### config.mk
export PLATFORM = sky130hd
export DESIGN_NAME = axis_pattern_gen
export DESIGN_NICKNAME = d
export VERILOG_FILES = /design/src/rtl/axis_pkg.sv /design/src/rtl/axis_pattern_lane.sv /design/src/rtl/axis_pattern_gen.sv
export SDC_FILE = /design/constraint.sdc
export NUM_CORES = 1
export LEC_CHECK = 0
export CAP_MARGIN = 30
export CORE_MARGIN = 2
export CORE_UTILIZATION = 37
export CTS_CLUSTER_SIZE = 28
export DETAILED_ROUTE_END_ITERATION = 8
export GPL_TIMING_DRIVEN = 0
export HOLD_SLACK_MARGIN = 0.1
export PLACE_DENSITY = 0.61
export SLEW_MARGIN = 20
export SYNTH_ARGS = -nofsm -noshare
export SYNTH_HDL_FRONTEND = slang
export SYNTH_SLANG_ARGS = --single-unit
### constraint.sdc
create_clock -name axi_clk -period 6.4 [get_ports axi_clk]
set_input_delay 1.28 -clock axi_clk [delete_from_list [all_inputs] [get_ports axi_clk]]
set_output_delay 1.28 -clock axi_clk [all_outputs]
set_load 0.005 [all_outputs]
### src/rtl/axis_pkg.sv
// Shared types and helpers for the AXI4-Stream pattern generator.
package axis_pkg;

  typedef enum logic [1:0] {
    IDLE = 2'd0,
    RUN  = 2'd1,
    DONE = 2'd2
  } axis_gen_state_t;

  function automatic int BYTES_PER_BEAT(input int data_width);
    return data_width / 8;
  endfunction

endpackage

### src/rtl/axis_pattern_lane.sv
// Builds one beat word: byte lane i = base_byte + i (mod 256), lane 0 in bits [7:0].
module axis_pattern_lane
  import axis_pkg::*;
#(
  parameter int DATA_WIDTH = 32
) (
  input  logic [7:0]            base_byte,
  output logic [DATA_WIDTH-1:0] data
);

  localparam int BYTES = BYTES_PER_BEAT(DATA_WIDTH);

  always_comb begin
    data = '0;
    for (int i = 0; i < BYTES; i++) begin
      data[8*i +: 8] = base_byte + 8'(i);
    end
  end

endmodule

### src/rtl/axis_pattern_gen.sv
// AXI4-Stream source emitting finite packets of an incrementing-byte pattern,
// with backpressure, pause gating of new beats and progress status.
module axis_pattern_gen
  import axis_pkg::*;
#(
  parameter int DATA_WIDTH = 32,
  parameter int LEN_WIDTH  = 16
) (
  input  logic                  axi_clk,
  input  logic                  axi_reset,
  input  logic                  start,
  input  logic [LEN_WIDTH-1:0]  pkt_len,
  input  logic [7:0]            seed,
  input  logic                  pause,
  output logic                  m_axis_valid,
  output logic [DATA_WIDTH-1:0] m_axis_data,
  output logic                  m_axis_last,
  input  logic                  m_axis_ready,
  output logic                  busy,
  output logic                  done,
  output logic [LEN_WIDTH-1:0]  beat_count
);

  localparam int         BYTES     = BYTES_PER_BEAT(DATA_WIDTH);
  localparam logic [7:0] BASE_STEP = 8'(BYTES);

  axis_gen_state_t       state_q, state_d;
  logic                  valid_q, valid_d;
  logic [DATA_WIDTH-1:0] data_q, data_d;
  logic                  last_q, last_d;
  logic                  busy_q, busy_d;
  logic                  done_q, done_d;
  logic [LEN_WIDTH-1:0]  count_q, count_d;
  logic [LEN_WIDTH-1:0]  len_q, len_d;
  logic [7:0]            base_q, base_d;
  logic [LEN_WIDTH-1:0]  idx_q, idx_d;

  // base_q/idx_q always describe the next beat still to be presented.
  logic [7:0]            cur_base;
  logic [LEN_WIDTH-1:0]  cur_idx;
  logic [LEN_WIDTH-1:0]  cur_len;
  logic [DATA_WIDTH-1:0] lane_data;
  logic                  hs;
  logic                  present;

  assign cur_base = (state_q == IDLE) ? seed    : base_q;
  assign cur_idx  = (state_q == IDLE) ? '0      : idx_q;
  assign cur_len  = (state_q == IDLE) ? pkt_len : len_q;
  assign hs       = valid_q & m_axis_ready;

  axis_pattern_lane #(.DATA_WIDTH(DATA_WIDTH)) u_lane (
    .base_byte (cur_base),
    .data      (lane_data)
  );

  always_comb begin
    state_d = state_q;
    valid_d = valid_q;
    data_d  = data_q;
    last_d  = last_q;
    count_d = count_q;
    len_d   = len_q;
    base_d  = base_q;
    idx_d   = idx_q;
    present = 1'b0;
    unique case (state_q)
      IDLE: begin
        if (start && (pkt_len != '0)) begin
          state_d = RUN;
          count_d = '0;
          len_d   = pkt_len;
          base_d  = seed;
          idx_d   = '0;
          present = !pause;
        end
      end
      RUN: begin
        if (hs) begin
          count_d = count_q + LEN_WIDTH'(1);
          valid_d = 1'b0;
          if (last_q) begin
            state_d = DONE;
            last_d  = 1'b0;
          end
        end
        present = !pause && (hs ? !last_q : !valid_q);
      end
      DONE: state_d = IDLE;
      default: state_d = IDLE;
    endcase
    if (present) begin
      valid_d = 1'b1;
      data_d  = lane_data;
      last_d  = (cur_idx == (cur_len - LEN_WIDTH'(1)));
      base_d  = cur_base + BASE_STEP;
      idx_d   = cur_idx + LEN_WIDTH'(1);
    end
    busy_d = (state_d == RUN);
    done_d = (state_d == DONE);
  end

  always_ff @(posedge axi_clk) begin
    if (axi_reset) begin
      state_q <= IDLE;
      valid_q <= 1'b0;
      data_q  <= '0;
      last_q  <= 1'b0;
      busy_q  <= 1'b0;
      done_q  <= 1'b0;
      count_q <= '0;
      len_q   <= '0;
      base_q  <= '0;
      idx_q   <= '0;
    end else begin
      state_q <= state_d;
      valid_q <= valid_d;
      data_q  <= data_d;
      last_q  <= last_d;
      busy_q  <= busy_d;
      done_q  <= done_d;
      count_q <= count_d;
      len_q   <= len_d;
      base_q  <= base_d;
      idx_q   <= idx_d;
    end
  end

  assign m_axis_valid = valid_q;
  assign m_axis_data  = data_q;
  assign m_axis_last  = last_q;
  assign busy         = busy_q;
  assign done         = done_q;
  assign beat_count   = count_q;

endmodule

==> impl_metrics.py <==
metrics = {
    "critical_path": {
        "cp.required_ns": 6.62,
        "path_cells": "buf_6, or2_1, buf_6, buf_2, buf_1, clkbuf_1, and2_1, ha_1, and3_1, nand3_1, nor2_1, and3_1, and4_1, o21ai_0, a32oi_1, nor2_1",
        "crit_arrival_ns": 4.06,
        "crit_family": "buffers and inverters",
        "crit_path_top_delay_cell": "clkbuf_1",
        "max_stage_delay_ns": 0.49,
        "path_class": "flop to flop",
        "critPathLaunchType": "flop",
        "crit_path_end_kind": "flop",
        "critPathBufInv": 5,
        "cp_max_fo": 10,
    },
    "clock_tree": {
        "clock_latency_ns": 0.35,
        "cts_max_path_buffers": 2,
        "cts_root_buf": "clkbuf_16",
        "ctsHoldBuffers": 0,
        "cts_num_sinks": 92,
        "ctsResizeCount": 0,
        "htreeDepth": 3,
        "path_clk_slew_ns": 0.07,
        "cts_made_buffers": 9,
        "cts_tree": "built",
        "cts_setup_buffers": 0,
    },
    "layout": {
        "nets": 783,
        "syn_to_final_growth_pct": 25.6,
        "nFillCells": 1357,
        "drive_above_1_share_pct": 6.66,
        "stdcell_area_mm2": 0.00639,
        "layout_commonest_cell": "nand2_1",
        "final_cell_mix": "nand2_1, dfxtp_1, clkdlybuf4s50_1",
        "insertedDiodeCount": 0,
    },
    "sta": {
        "period_needed_ns": 3.84,
        "rsz0062_at_grt": "no",
        "maxClockFrequency_mhz": 260,
        "tightest_slew_ns": 0.886,
        "relSlewSlack_pct": 39.2,
        "period_share_pct": 60.0,
        "setup_viol": 0,
        "tns_ns": 0,
        "drv_slew": 0,
        "finClkSkew_ns": 0.00645,
        "final-hold-violation-count": 0,
    },
    "route": {
        "wirelength_um": 15900,
        "vias": 5048,
        "first_pass_iters": 5,
        "ant_nets": 0,
        "drc": 0,
        "drt_iter0_drc": 510,
        "avgViaCountPerCell": 5.45,
        "avgRoutedWirePerCell_um": 17.1,
    },
    "place": {
        "gp_congestion": 0.893,
        "dpl_cell_area_mm2": 0.00610,
        "dp_hpwl_um": 11500,
        "numPortBuffers": 79,
    },
    "yosys": {
        "synth_edf_count": 0,
        "ys_seq_elements": 92,
        "ys.flop_type": "dfxtp_1",
        "ys_warn_count": 0,
        "syn-num-nets": 693,
        "ys_seq_area_share_pct": 36.2,
        "syn_avg_cell_area_um2": 7.75,
        "async_flop_share_pct": 0,
        "syn-cell-area_mm2": 0.00509,
        "yosys.cell_types.count": 59,
        "postSynthCellCount": 656,
    },
    "global_route": {
        "grt_pass1_vias": 4710,
        "grt_max_degree": 16,
        "grt-ovfl-total": 0,
        "antenna_found_initial": 0,
        "grt_pass1_wl_um": 25100,
        "grt_use_total_pct": 21.8,
    },
    "floorplan": {
        "rows": 42,
        "fp.dieH_um": 121,
        "core_mm2": 0.0133,
        "die_w_um": 121,
        "start_util_pct": 38.1,
        "die_area_mm2": 0.0147,
        "ios": 81,
    },
    "power_and_ir_drop": {
        "p_leak_nw": 2.28,
        "irDropWorstVdd_uv": 156,
        "power_density_mw_per_mm2": 231,
    },
    "run_status": {
        "run_status": "finished, final reports clean",
    },
    "hold_path": {
        "min_path_type": "flop to flop",
    },
    "job": {
        "maxCapViolCount": 0,
    },
}
routing by layer:
layer  vias to the layer above  GRT usage, %  part of all wire, %
li1                       2465             -                    -
met1                      2418          29.8                   47
met2                       151          35.4                   47
met3                        14          4.56                  5.6
met4                         0          5.32                 0.79
met5                         -             0                    0
per-stage QoR:
| stage | total power, mW | worst slack (ns) | cells | utilization, % | hold slack [ns] |
|---|---|---|---|---|---|
| 2_1_floorplan | 0.821 | 3.44 | 656 | - | 0.436 |
| 3_3_place_gp | 0.942 | 2.45 | 911 | 45.7 | 0.443 |
| 3_5_place_dp | 0.946 | 2.42 | 911 | 45.7 | 0.449 |
| 4_1_cts | 1.48 | 2.63 | 927 | 47.9 | 0.459 |
| 5_1_grt | 1.54 | 2.30 | 927 | 47.9 | 0.477 |
| 6_report | 1.47 | 2.56 | 927 | 47.9 | 0.456 |
synth_stat cells, types with 3 or more instances:
| cell | instances | area, um^2 |
|---|---|---|
| nand2_1 | 121 | 454 |
| dfxtp_1 | 92 | 1840 |
| nor2_1 | 71 | 267 |
| a21oi_1 | 68 | 340 |
| xnor2_1 | 32 | 280 |
| o21ai_0 | 29 | 145 |
| nand3_1 | 25 | 125 |
| clkbuf_1 | 22 | 82.6 |
| xor2_1 | 21 | 184 |
| nor3_1 | 16 | 80.1 |
| or3_1 | 13 | 81.3 |
| buf_2 | 11 | 55.1 |
| a211oi_1 | 10 | 75.1 |
| mux2i_1 | 10 | 100 |
| ha_1 | 8 | 100 |
| nand4_1 | 8 | 50.1 |
| and3_1 | 7 | 43.8 |
| nor4_1 | 7 | 43.8 |
| a311oi_1 | 6 | 52.6 |
| a32oi_1 | 6 | 52.6 |
| inv_1 | 6 | 22.5 |
| buf_6 | 5 | 56.3 |
| nand2b_1 | 5 | 31.3 |
| nor3b_1 | 5 | 37.5 |
| a31oi_1 | 4 | 25.0 |
| o211ai_1 | 4 | 30.0 |
| a21o_1 | 3 | 22.5 |
| buf_4 | 3 | 22.5 |
| nand4b_1 | 3 | 26.3 |
state kept, by name, indices dropped and copies added, names as in the netlist:
| name | cells |
|---|---|
| len_q | 16 |
| base_q | 8 |
| m_axis_data | 30 |
| beat_count | 16 |
| busy | 1 |
| done | 1 |
| state_q | 2 |
| idx_q | 16 |
| m_axis_last | 1 |
| m_axis_valid | 1 |
worst paths after layout:
| path | start | endpoint | slack (ns) | depth (start not counted) |
|---|---|---|---|---|
| setup / recovery | state_q[1] | idx_q[12] | 2.56 | 16 |
| hold / removal | m_axis_data[22] | m_axis_data[22] | 0.46 | 2 |
| setup reg to reg | state_q[1] | idx_q[12] | 2.56 | 16 |
| hold reg to reg | m_axis_data[22] | m_axis_data[22] | 0.46 | 2 |
layout make-up:
| type | count | area, um^2 | area share (%) |
|---|---|---|---|
| clock inverter | 7 | 66.3 | 1.04 |
| buffer | 42 | 220 | 3.45 |
| sequential | 92 | 1840 | 28.8 |
| tap | 176 | 220 | 3.45 |
| timing repair buffer | 79 | 791 | 12.4 |
| clock buffer | 9 | 225 | 3.53 |
| multi-input combinational | 516 | 3000 | 47.0 |
| inverter | 6 | 22.5 | 0.353 |
worst register-to-register path, cell delays in order (launching register included):
cell and delay, ns:
dfxtp_1 0.33, buf_6 0.17, or2_1 0.13, buf_6 0.14, buf_2 0.28, buf_1 0.45, clkbuf_1 0.49, and2_1 0.21
ha_1 0.18, and3_1 0.20, nand3_1 0.12, nor2_1 0.18, and3_1 0.22, and4_1 0.29, o21ai_0 0.10, a32oi_1 0.17
nor2_1 0.06
where the power goes:
group          leakage [nW]  switching (mW)  internal, mW
clock network         0.145           0.235         0.301
registers             0.751          0.0234         0.603
logic                  1.38           0.179         0.133
cell families after synthesis:
logic type      synth area share, %
simple gates                   27.5
fa+ha+maj                      1.97
flops                          36.2
compound gates                 18.3
buf+inv                        4.77
mux                            2.19
xor+xnor                       9.13
Power figures use the tool's default switching activity.
